==> src/rtl/core_pkg.sv <==
// Shared core types and sizing for the commit/retire slice.
package core_pkg;
    localparam int ISSUE_WIDTH     = 2;
    localparam int NUM_ARCH_REGS   = 32;
    localparam int ZERO_REG        = 31;
    localparam int ARCH_W          = 5;
    localparam int PREG_W          = 6;
    localparam int RESTORE_PER_CYC = 2;
    localparam int NUM_BEATS       = NUM_ARCH_REGS / RESTORE_PER_CYC;
    localparam int BEAT_W          = $clog2(NUM_BEATS);

    typedef logic [PREG_W-1:0] preg_tag_t;

    typedef enum logic [0:0] {CRU_RUN, CRU_RECOVER} cru_state_t;
endpackage

==> src/rtl/arch_rat.sv <==
// Retirement RAT: NUM_ARCH_REGS x preg_tag_t, multi-port writes (higher slot wins),
// combinational old-tag lookups and indexed restore reads.
module arch_rat
    import core_pkg::*;
(
    input  logic                                clk,
    input  logic                                reset,
    input  logic [ISSUE_WIDTH-1:0]              we,
    input  logic [ISSUE_WIDTH*ARCH_W-1:0]       waddr,
    input  logic [ISSUE_WIDTH*PREG_W-1:0]       wdata,
    input  logic [ISSUE_WIDTH*ARCH_W-1:0]       raddr,
    output logic [ISSUE_WIDTH*PREG_W-1:0]       rdata,
    input  logic [RESTORE_PER_CYC*ARCH_W-1:0]   ridx,
    output logic [RESTORE_PER_CYC*PREG_W-1:0]   rtag
);
    preg_tag_t rat [NUM_ARCH_REGS];

    // Later loop iterations override earlier ones, so the youngest slot's write sticks.
    always_ff @(posedge clk or negedge reset) begin
        if (!reset) begin
            for (int i = 0; i < NUM_ARCH_REGS; i++) rat[i] <= preg_tag_t'(i);
        end else begin
            for (int w = 0; w < ISSUE_WIDTH; w++) begin
                if (we[w]) rat[waddr[w*ARCH_W +: ARCH_W]] <= wdata[w*PREG_W +: PREG_W];
            end
        end
    end

    always_comb begin
        rdata = '0;
        rtag  = '0;
        for (int r = 0; r < ISSUE_WIDTH; r++)
            rdata[r*PREG_W +: PREG_W] = rat[raddr[r*ARCH_W +: ARCH_W]];
        for (int l = 0; l < RESTORE_PER_CYC; l++)
            rtag[l*PREG_W +: PREG_W] = rat[ridx[l*ARCH_W +: ARCH_W]];
    end
endmodule

==> src/rtl/commit_retire_unit.sv <==
// Retires ROB commit bundles into the retirement RAT, frees superseded tags, and on a
// committing exception flushes and streams the retirement RAT back to rename.
module commit_retire_unit
    import core_pkg::*;
(
    input  logic                                clk,
    input  logic                                reset,
    input  logic [ISSUE_WIDTH-1:0]              commit_valid,
    input  logic [ISSUE_WIDTH*ARCH_W-1:0]       commit_arch_rd,
    input  logic [ISSUE_WIDTH*PREG_W-1:0]       commit_phys_rd,
    input  logic [ISSUE_WIDTH-1:0]              commit_exception,
    output logic [ISSUE_WIDTH-1:0]              free_valid,
    output logic [ISSUE_WIDTH*PREG_W-1:0]       free_tag,
    output logic                                flush_req,
    output logic                                recover_busy,
    output logic                                restore_valid,
    output logic [RESTORE_PER_CYC*ARCH_W-1:0]   restore_idx,
    output logic [RESTORE_PER_CYC*PREG_W-1:0]   restore_tag,
    output logic [31:0]                         retired_count,
    output logic                                dbg_state
);
    cru_state_t state_q, state_d;
    logic [BEAT_W-1:0]                      beat_q;
    logic [ISSUE_WIDTH-1:0]                 retire, rat_we;
    logic                                   exc_seen;
    logic [31:0]                            n_retire;
    logic [ISSUE_WIDTH*PREG_W-1:0]          rat_rdata, old_tag;
    logic [RESTORE_PER_CYC*ARCH_W-1:0]      ridx;
    logic [RESTORE_PER_CYC*PREG_W-1:0]      rtag;
    logic                                   last_beat_shown;

    arch_rat u_arch_rat (
        .clk   (clk),
        .reset (reset),
        .we    (rat_we),
        .waddr (commit_arch_rd),
        .wdata (commit_phys_rd),
        .raddr (commit_arch_rd),
        .rdata (rat_rdata),
        .ridx  (ridx),
        .rtag  (rtag)
    );

    // Beat counter has wrapped back to 0 after the final beat was put on the outputs.
    assign last_beat_shown = restore_valid && (beat_q == '0);
    assign dbg_state       = state_q;

    always_comb begin
        exc_seen = 1'b0;
        retire   = '0;
        rat_we   = '0;
        old_tag  = '0;
        n_retire = '0;
        ridx     = '0;
        state_d  = state_q;
        if (state_q == CRU_RUN) begin
            for (int i = 0; i < ISSUE_WIDTH; i++) begin
                retire[i] = commit_valid[i] & ~exc_seen & ~commit_exception[i];
                if (commit_valid[i] & commit_exception[i]) exc_seen = 1'b1;
                rat_we[i] = retire[i] &&
                            (commit_arch_rd[i*ARCH_W +: ARCH_W] != ARCH_W'(ZERO_REG));
                n_retire  = n_retire + 32'(retire[i]);
            end
            // Intra-bundle bypass: the youngest older slot writing the same arch reg supplies the old tag.
            for (int i = 0; i < ISSUE_WIDTH; i++) begin
                old_tag[i*PREG_W +: PREG_W] = rat_rdata[i*PREG_W +: PREG_W];
                for (int j = 0; j < ISSUE_WIDTH; j++) begin
                    if (j < i && rat_we[j] &&
                        commit_arch_rd[j*ARCH_W +: ARCH_W] == commit_arch_rd[i*ARCH_W +: ARCH_W])
                        old_tag[i*PREG_W +: PREG_W] = commit_phys_rd[j*PREG_W +: PREG_W];
                end
            end
            if (exc_seen) state_d = CRU_RECOVER;
        end else begin
            for (int l = 0; l < RESTORE_PER_CYC; l++)
                ridx[l*ARCH_W +: ARCH_W] = ARCH_W'(int'(beat_q) * RESTORE_PER_CYC + l);
            if (last_beat_shown) state_d = CRU_RUN;
        end
    end

    always_ff @(posedge clk or negedge reset) begin
        if (!reset) state_q <= CRU_RUN;
        else        state_q <= state_d;
    end

    always_ff @(posedge clk or negedge reset) begin
        if (!reset) begin
            beat_q        <= '0;
            free_valid    <= '0;
            free_tag      <= '0;
            flush_req     <= 1'b0;
            recover_busy  <= 1'b0;
            restore_valid <= 1'b0;
            restore_idx   <= '0;
            restore_tag   <= '0;
            retired_count <= '0;
        end else begin
            flush_req  <= 1'b0;
            free_valid <= '0;
            if (state_q == CRU_RUN) begin
                free_valid    <= rat_we;
                free_tag      <= old_tag;
                retired_count <= retired_count + n_retire;
                restore_valid <= 1'b0;
                if (exc_seen) begin
                    flush_req    <= 1'b1;
                    recover_busy <= 1'b1;
                    beat_q       <= '0;
                end
            end else if (last_beat_shown) begin
                restore_valid <= 1'b0;
                recover_busy  <= 1'b0;
            end else begin
                restore_valid <= 1'b1;
                restore_idx   <= ridx;
                restore_tag   <= rtag;
                recover_busy  <= 1'b1;
                beat_q        <= beat_q + 1'b1;
            end
        end
    end
endmodule

==> config.mk <==
export PLATFORM = sky130hd
export DESIGN_NAME = commit_retire_unit
export DESIGN_NICKNAME = d
export VERILOG_FILES = /design/src/rtl/core_pkg.sv /design/src/rtl/arch_rat.sv /design/src/rtl/commit_retire_unit.sv
export SDC_FILE = /design/constraint.sdc
export NUM_CORES = 1
export LEC_CHECK = 0
export ABC_AREA = 1
export CAP_MARGIN = 40
export CORE_MARGIN = 1.5
export CORE_UTILIZATION = 37
export CTS_CLUSTER_DIAMETER = 100
export CTS_CLUSTER_SIZE = 28
export DETAILED_ROUTE_END_ITERATION = 10
export HOLD_SLACK_MARGIN = 0.08
export SLEW_MARGIN = 10
export SYNTH_ARGS = -nofsm -noshare
export SYNTH_HDL_FRONTEND = slang
export SYNTH_HIERARCHICAL = 1
export SYNTH_SLANG_ARGS = --single-unit
==> constraint.sdc <==
create_clock -name clk -period 5.19 [get_ports clk]
set_clock_uncertainty 0.05 [all_clocks]
set_input_delay 1.038 -clock clk [delete_from_list [all_inputs] [get_ports clk]]
set_output_delay 1.038 -clock clk [all_outputs]
set_load 0.02 [all_outputs]
# Word-level counts from Yosys, hierarchy flattened
# Cells that the tools add are included.
classes:
  n_addsub: 4
  order_cmp: 6
  eq_ne: 4
  n_mux: 41
  bitwise: 13
  n_reduce_logical: 10
ops:
  columns: ["op", "count"]
  rows:
  - ["bitwise mux 192 bit", 2]
  - ["two-way mux 192 bit", 2]
  - ["binary-select mux 6 bit (select 5 bit)", 4]
  - ["two-way mux 6 bit", 11]
  - ["demux 6 bit (select 5 bit)", 2]
  - ["adder 32 x 2 -> 32 bit", 1]
  - ["greater-or-equal comparator 6 bit (second input constant)", 4]
  - ["inverter 5 -> 6 bit", 4]
  - ["two-way mux 1 bit", 13]
  - ["< comparator 6 x 1 -> 1 bit (second input constant)", 2]
  - ["two-way mux 4 bit", 3]
  - ["two-way mux 10 bit", 1]
  - ["!= test 5 bit (second input constant)", 2]
  - ["logical AND 1 bit", 6]
  - ["two-way mux 2 bit", 3]
  - ["adder 5 x 1 -> 5 bit (second input constant)", 1]
  - ["bitwise AND 1 bit", 5]
  - ["equality test 5 bit", 1]
  - ["adder 4 x 1 -> 4 bit (second input constant)", 1]
  - ["logical NOT 4 bit", 1]
  - ["inverter 1 bit", 4]
  - ["AND reduction 2 bit", 2]
  - ["adder 1 x 1 -> 2 bit", 1]
  - ["!= test 2 bit (second input constant)", 1]
  - ["nonzero test 2 bit", 1]
word_totals:
  register_bits: 268
  input_bits: 28
  output_inout_bits: 72
  word_cells: 120

# Depth between registers and ports, before layout
depth:
  ltp_word: 11
  mapped_depth: 18
  mapped_depth_nobuf: 18

# Cells and area by module
# Netlist, hierarchy kept.
modules_own_cells:
  columns: ["module", "n_inst", "cells_per_inst", "area_each_um2", "seq_area_each_um2"]
  rows:
  - ["arch_rat", 1, 2930, 17001.3, 4904.7]
  - ["commit_retire_unit", 1, 461, 3651.0, 1776.7]

# Worst setup path after synthesis
# No wires, ideal clock.
synth_path:
  path_kind: "input port to flip-flop"
  from: "input port commit_valid[0]"
  to: "register retired_count[30]"
  setup_time_ns: 0.113
  arrival_time_ns: 2.990
  required_ns: 5.027
  slack_ns: 2.037
  path_stages: 17
  path_buffers: 0
  path_cell_list: "nand2_1 -> nand3_1 -> inv_1 -> ha_1 -> inv_1 -> nor2_1 -> ha_1 -> inv_1 -> fa_1 -> nor2_4 -> nand2_2 -> nor2_2 -> nand2_2 -> nor2_2 -> nand3_1 -> nand2_1 -> inv_1"
synth_between:
  elab_chain_len: 9
  elab_cells_between_ends: 10
  cone_classes: "2 x add/sub; 3 x mux; 5 x bitwise"
synth_rtl:
  columns: ["item", "line_no", "text"]
  rows:
  - ["start: declaration", "commit_retire_unit.sv:8", "input logic [ISSUE_WIDTH-1:0] commit_valid,"]
  - ["bitwise AND 1 bit", "commit_retire_unit.sv:59", "if (commit_valid[i] & commit_exception[i]) exc_seen = 1'b1;"]
  - ["two-way mux 1 bit", "commit_retire_unit.sv:59", null]
  - ["two-way mux 1 bit", "commit_retire_unit.sv:56", "if (state_q == CRU_RUN) begin"]
  - ["inverter 1 bit", "commit_retire_unit.sv:58", "retire[i] = commit_valid[i] & ~exc_seen & ~commit_exception[i];"]
  - ["bitwise AND 1 bit (2 in a row)", "commit_retire_unit.sv:58", null]
  - ["adder 1 x 1 -> 2 bit (*)", "commit_retire_unit.sv:62", "n_retire = n_retire + 32'(retire[i]);"]
  - ["two-way mux 2 bit (*)", "commit_retire_unit.sv:56", null]
  - ["adder 32 x 2 -> 32 bit (*)", "commit_retire_unit.sv:103", "retired_count <= retired_count + n_retire;"]
  - ["end signal: assignment", "commit_retire_unit.sv:103", null]
  - ["end: declaration", "commit_retire_unit.sv:19", "output logic [31:0] retired_count,"]
# Every way passes the cells marked *; elsewhere a longest branch is shown, timed or not. The select of a mux whose other input is x is not followed.
# A chain may end at the register's enable or synchronous reset.

# Worst setup path in the final report
layout_path:
  from: "input port commit_arch_rd[1]"
  to: "register free_tag[1]"
layout_between:
  elab_chain_len: 4
layout_rtl:
  columns: ["item", "line_no", "text"]
  rows:
  - ["start: declaration", "commit_retire_unit.sv:9", "input logic [ISSUE_WIDTH*ARCH_W-1:0] commit_arch_rd,"]
  - ["inverter 5 -> 6 bit (not written as such)", "arch_rat.sv:33", "rdata[r*PREG_W +: PREG_W] = rat[raddr[r*ARCH_W +: ARCH_W]];"]
  - ["binary-select mux 6 bit (select 5 bit)", "arch_rat.sv:33", null]
  - ["two-way mux 6 bit (not written as such) (2 in a row)", "arch_rat.sv:33", null]
  - ["named net old_tag[1]", "commit_retire_unit.sv:27", "logic [ISSUE_WIDTH*PREG_W-1:0] rat_rdata, old_tag;"]
  - ["end signal: assignment", "commit_retire_unit.sv:102", "free_tag <= old_tag;"]
  - ["end: declaration", "commit_retire_unit.sv:13", "output logic [ISSUE_WIDTH*PREG_W-1:0] free_tag,"]
# The timed path passes the listed nets, and every way through them passes these cells. The select of a mux whose other input is x is not followed.

==> metrics.csv <==
stage,metric,value,unit
cts,clockRootBuffer,sky130_fd_sc_hd__clkbuf_16,
worst_setup_path,criticalPathCategory,in -> reg,
detailed_routing,number_of_antenna_violating_nets_in_the_routed_design,0,
timing,achievable-frequency,0.275,GHz
cts,cts_resized,0,
die,chipWidth,239,microns
die,ios,100,
detailed_routing,routed-via-count,24200,
timing,final.setup.tns,0,ns
timing,slew-limit-headroom,35.4,%
worst_hold_path,worstHoldPathType,reg -> reg,
detailed_routing,routedWlPerCell,23.1,microns
place,io_buffers,98,
run,drv_cap,0,
logic_synthesis,synth-edff-count,0,
logic_synthesis,synth-xor-area-share,0.933,%
detailed_routing,firstDrtPassIters,7,
worst_setup_path,critical_path.endpoint,free_tag[1]$_DFFE_PN0N_,
logic_synthesis,avgSynthCellArea,6.09,sq um
worst_setup_path,worst_setup_path_end_kind,register,
cts,post_cts_clock_slew_at_the_launch_and_capture_registers_of_the_worst_setup_and_hold_paths,0.11,ns
cts,cts_sinks,263,
power_and_ir_drop,vdd_ir_drop_max,0.000264,V
layout,multi_input_area,0.0124,sq mm
logic_synthesis,synthSimpleGateAreaFrac,48.8,%
die,fp-row-count,86,
logic_synthesis,syn_warnings,6,
detailed_routing,drt_drc_violations_left,0,
detailed_routing,via_per_inst,5.96,
cts,clock_tree.htree_level_count,1,
timing,report.final.hold_viol_count,0,
cts,ctsLongestPathBuffers,3,
layout,seqCellArea,0.00669,sq mm
logic_synthesis,yosysUniqueCellTypes,38,
logic_synthesis,yosys_register_bits,263,
layout,layout-area-overhead-vs-synth,9.29,%
logic_synthesis,ys_top_cells_by_area,"sky130_fd_sc_hd__nand2_1 26%, sky130_fd_sc_hd__dfrtp_1 22%, sky130_fd_sc_hd__nand3_1 17%, sky130_fd_sc_hd__dfstp_2 10%, sky130_fd_sc_hd__a31oi_1 3.4%",
cts,cts_bufs_inserted,15,
worst_setup_path,reg2reg_to,restore_tag[0]$_DFFE_PN0P_,
logic_synthesis,synthTopCellsByCount,"1439 x sky130_fd_sc_hd__nand2_1, 716 x sky130_fd_sc_hd__nand3_1, 183 x sky130_fd_sc_hd__dfrtp_1",
worst_setup_path,reg2reg_setup_slack,1.69,ns
layout,fillCellCount,6013,
grt,gr-total-overflow,0,
die,floorplan.die_area,0.0572,sq mm
logic_synthesis,syn_inst,3391,
worst_setup_path,reg2reg_from,dbg_state$_DFF_PN0_,
logic_synthesis,synthMostInstantiatedCell,sky130_fd_sc_hd__nand2_1,
die,die_height,239,microns
worst_setup_path,data_arrival_at_the_endpoint_of_the_critical_path,4.07,ns
worst_setup_path,worstRegToRegCells,13,
logic_synthesis,muxShareOfSynthArea,0,%
layout,post_route_cells_drive_above_1_share,6.78,%
timing,finalCritPeriodShare,70.1,%
power_and_ir_drop,power-per-cell-area,432,mW/mm^2
logic_synthesis,synthesized_area,0.0207,sq mm
run_status,outcome,completed,
worst_setup_path,cp-start-kind,input pin,
logic_synthesis,synth_top_area_cell,sky130_fd_sc_hd__nand2_1,
detailed_routing,detail_route.wirelength,93.7,mm
worst_setup_path,data_required_time_of_the_worst_path,5.63,ns
logic_synthesis,share_of_the_synthesized_area_in_compound_gates_ao_oa_aoi_oai,9.60,%
timing,tightest_slew,0.967,ns
grt,first_global_vias,20700,
logic_synthesis,ys_async_rst_share,100,%
logic_synthesis,synth-main-ff-cell,sky130_fd_sc_hd__dfrtp_1,
timing,timing.final.max_slew_violations,0,
cts,clock_tree_from_tritoncts,done,
timing,report.final.setup_viol,0,
logic_synthesis,synth_sequential_area_ratio,32.4,%
cts,post_cts_hold_buffer_count,0,
layout,number_of_diodes,0,
timing,rsz0062_at_grt,false,
die,core-area,0.0551,sq mm
grt,number_of_antenna_violations_at_the_first_check_in_global_routing,0,
grt,grt.total_usage,31.8,%
power_and_ir_drop,total_power,9.75,mW
logic_synthesis,synth_adder_area_share,0.400,%
cts,clk-insertion-delay-late,0.55,ns
grt,grt_max_degree,102,
cts,cts_setup_buffers,0,
timing,period_needed,3.64,ns
place,dpl.hpwl,61.4,mm
layout,nets,3344,
logic_synthesis,yosysTopAreaCellShare,26.2,%
worst_setup_path,largest_driver_fanout_on_the_critical_path,36,
place,gp_congestion,1.02,
logic_synthesis,synth_top_family_by_area,simple AND/OR/NAND/NOR gates,
grt,grt_first_pass_wirelength,138,mm
worst_hold_path,min_from,restore_idx[5]$_DFFE_PN0P_,
power_and_ir_drop,total_leakage_power,9.86,nW
worst_setup_path,critPathLaunch,commit_arch_rd[1],
die,initial_core_utilization,37.5,%
detailed_routing,drt-initial-drc-count,3641,
==> cell type report <==
type                    instances  area share, %
clock buffers                  19           1.77
flip-flops and latches        263           29.6
repair buffers                173           7.45
inverters                     115           1.91
well taps                     748           4.15
clock inverters                 6          0.360
multi-input cells            2742           54.7
==> placed cells by master (no fill, tap or decap), types with 13 or more instances in the layout <==
master	count
sky130_fd_sc_hd__clkbuf_16	15
sky130_fd_sc_hd__dfstp_2	80
sky130_fd_sc_hd__a21oi_1	53
sky130_fd_sc_hd__dfrtp_1	182
sky130_fd_sc_hd__buf_4	64
sky130_fd_sc_hd__nand2_1	1439
sky130_fd_sc_hd__xor2_1	13
sky130_fd_sc_hd__o22ai_1	59
sky130_fd_sc_hd__nor3_1	21
sky130_fd_sc_hd__inv_1	98
sky130_fd_sc_hd__nand4_1	15
sky130_fd_sc_hd__o211ai_1	23
sky130_fd_sc_hd__a31oi_1	111
sky130_fd_sc_hd__o21ai_0	81
sky130_fd_sc_hd__nand3_1	716
sky130_fd_sc_hd__clkdlybuf4s50_1	92
sky130_fd_sc_hd__nor2_1	145
==> kinds of logic (layout without fill, tap and decap cells) <==
family                     count (synthesis)  in the layout
DFF                                      263            263
other                                      1              2
xor gates and xnor gates                  22             22
adders and majority gates                  6              6
AOI/OAI and AO/OA                        341            341
and+or+nand+nor                         2371           2371
buffers and inverters                    387            313
==> per-layer routing <==
metal | up-vias | share of wire, % | global-route usage, %
li1 | 11000 | - | -
met1 | 11300 | 41 | 46.1
met2 | 1655 | 42 | 45.5
met3 | 272 | 11 | 5.26
met4 | 0 | 5.6 | 15.7
met5 | - | 0 | 0
==> sequential cells by signal, indices dropped and copies added (netlist names) <==
register / flops
recover_busy: 1
restore_valid: 1
dbg_state: 1
beat_q: 4
u_arch_rat/rat: 192
retired_count: 32
flush_req: 1
restore_tag: 12
free_valid: 2
restore_idx: 5
free_tag: 12
==> stage by stage <==
| step | area, sq um | hold WS (ns) | utilization (%) | std cells | setup slack [ns] |
|---|---|---|---|---|---|
| after floorplan | 20700 | 0.437 | - | 3392 | 2.04 |
| after detailed placement | 22100 | 0.405 | 40.1 | 4041 | 1.13 |
| after CTS | 22600 | 0.429 | 41.0 | 4066 | 1.70 |
| final | 22600 | 0.420 | 41.0 | 4066 | 1.55 |
| after global routing | 22600 | 0.452 | 41.0 | 4066 | 1.50 |
| after global placement | 21900 | 0.398 | 39.8 | 4032 | 1.07 |
==> critical path, stage by stage <==
cell and delay [ns]:
sky130_fd_sc_hd__buf_2 0.56, sky130_fd_sc_hd__clkinv_1 0.73, sky130_fd_sc_hd__buf_4 0.52, sky130_fd_sc_hd__nand3_1 0.18, sky130_fd_sc_hd__nand3_1 0.13, sky130_fd_sc_hd__nand2_1 0.26
sky130_fd_sc_hd__nand2_1 0.10, sky130_fd_sc_hd__nand2_1 0.07, sky130_fd_sc_hd__nand2_1 0.04, sky130_fd_sc_hd__nand2_1 0.13, sky130_fd_sc_hd__nand2_1 0.12, sky130_fd_sc_hd__nand2_1 0.11
==> report_power, final <==
part           switching (mW)  internal [mW]  total (mW)
Sequential              0.921           2.77        3.69
Clock                   0.838          0.583        1.42
Combinational            3.13           1.51        4.64
Total                    4.89           4.86        9.75
==> how the worst min path moves through the flow <==
stage                                               to  slack (ns)  cells past startpoint
after CTS                   restore_idx[5]$_DFFE_PN0P_        0.43                      1
final                       restore_idx[5]$_DFFE_PN0P_        0.42                      1
after floorplan           u_arch_rat/rat[34]$_DFF_PN1_        0.44                      2
after global placement      restore_idx[5]$_DFFE_PN0P_        0.40                      1
after global routing        restore_idx[5]$_DFFE_PN0P_        0.45                      1
after detailed placement    restore_idx[5]$_DFFE_PN0P_        0.40                      1
Note: power is estimated with default switching activity, not from simulation.
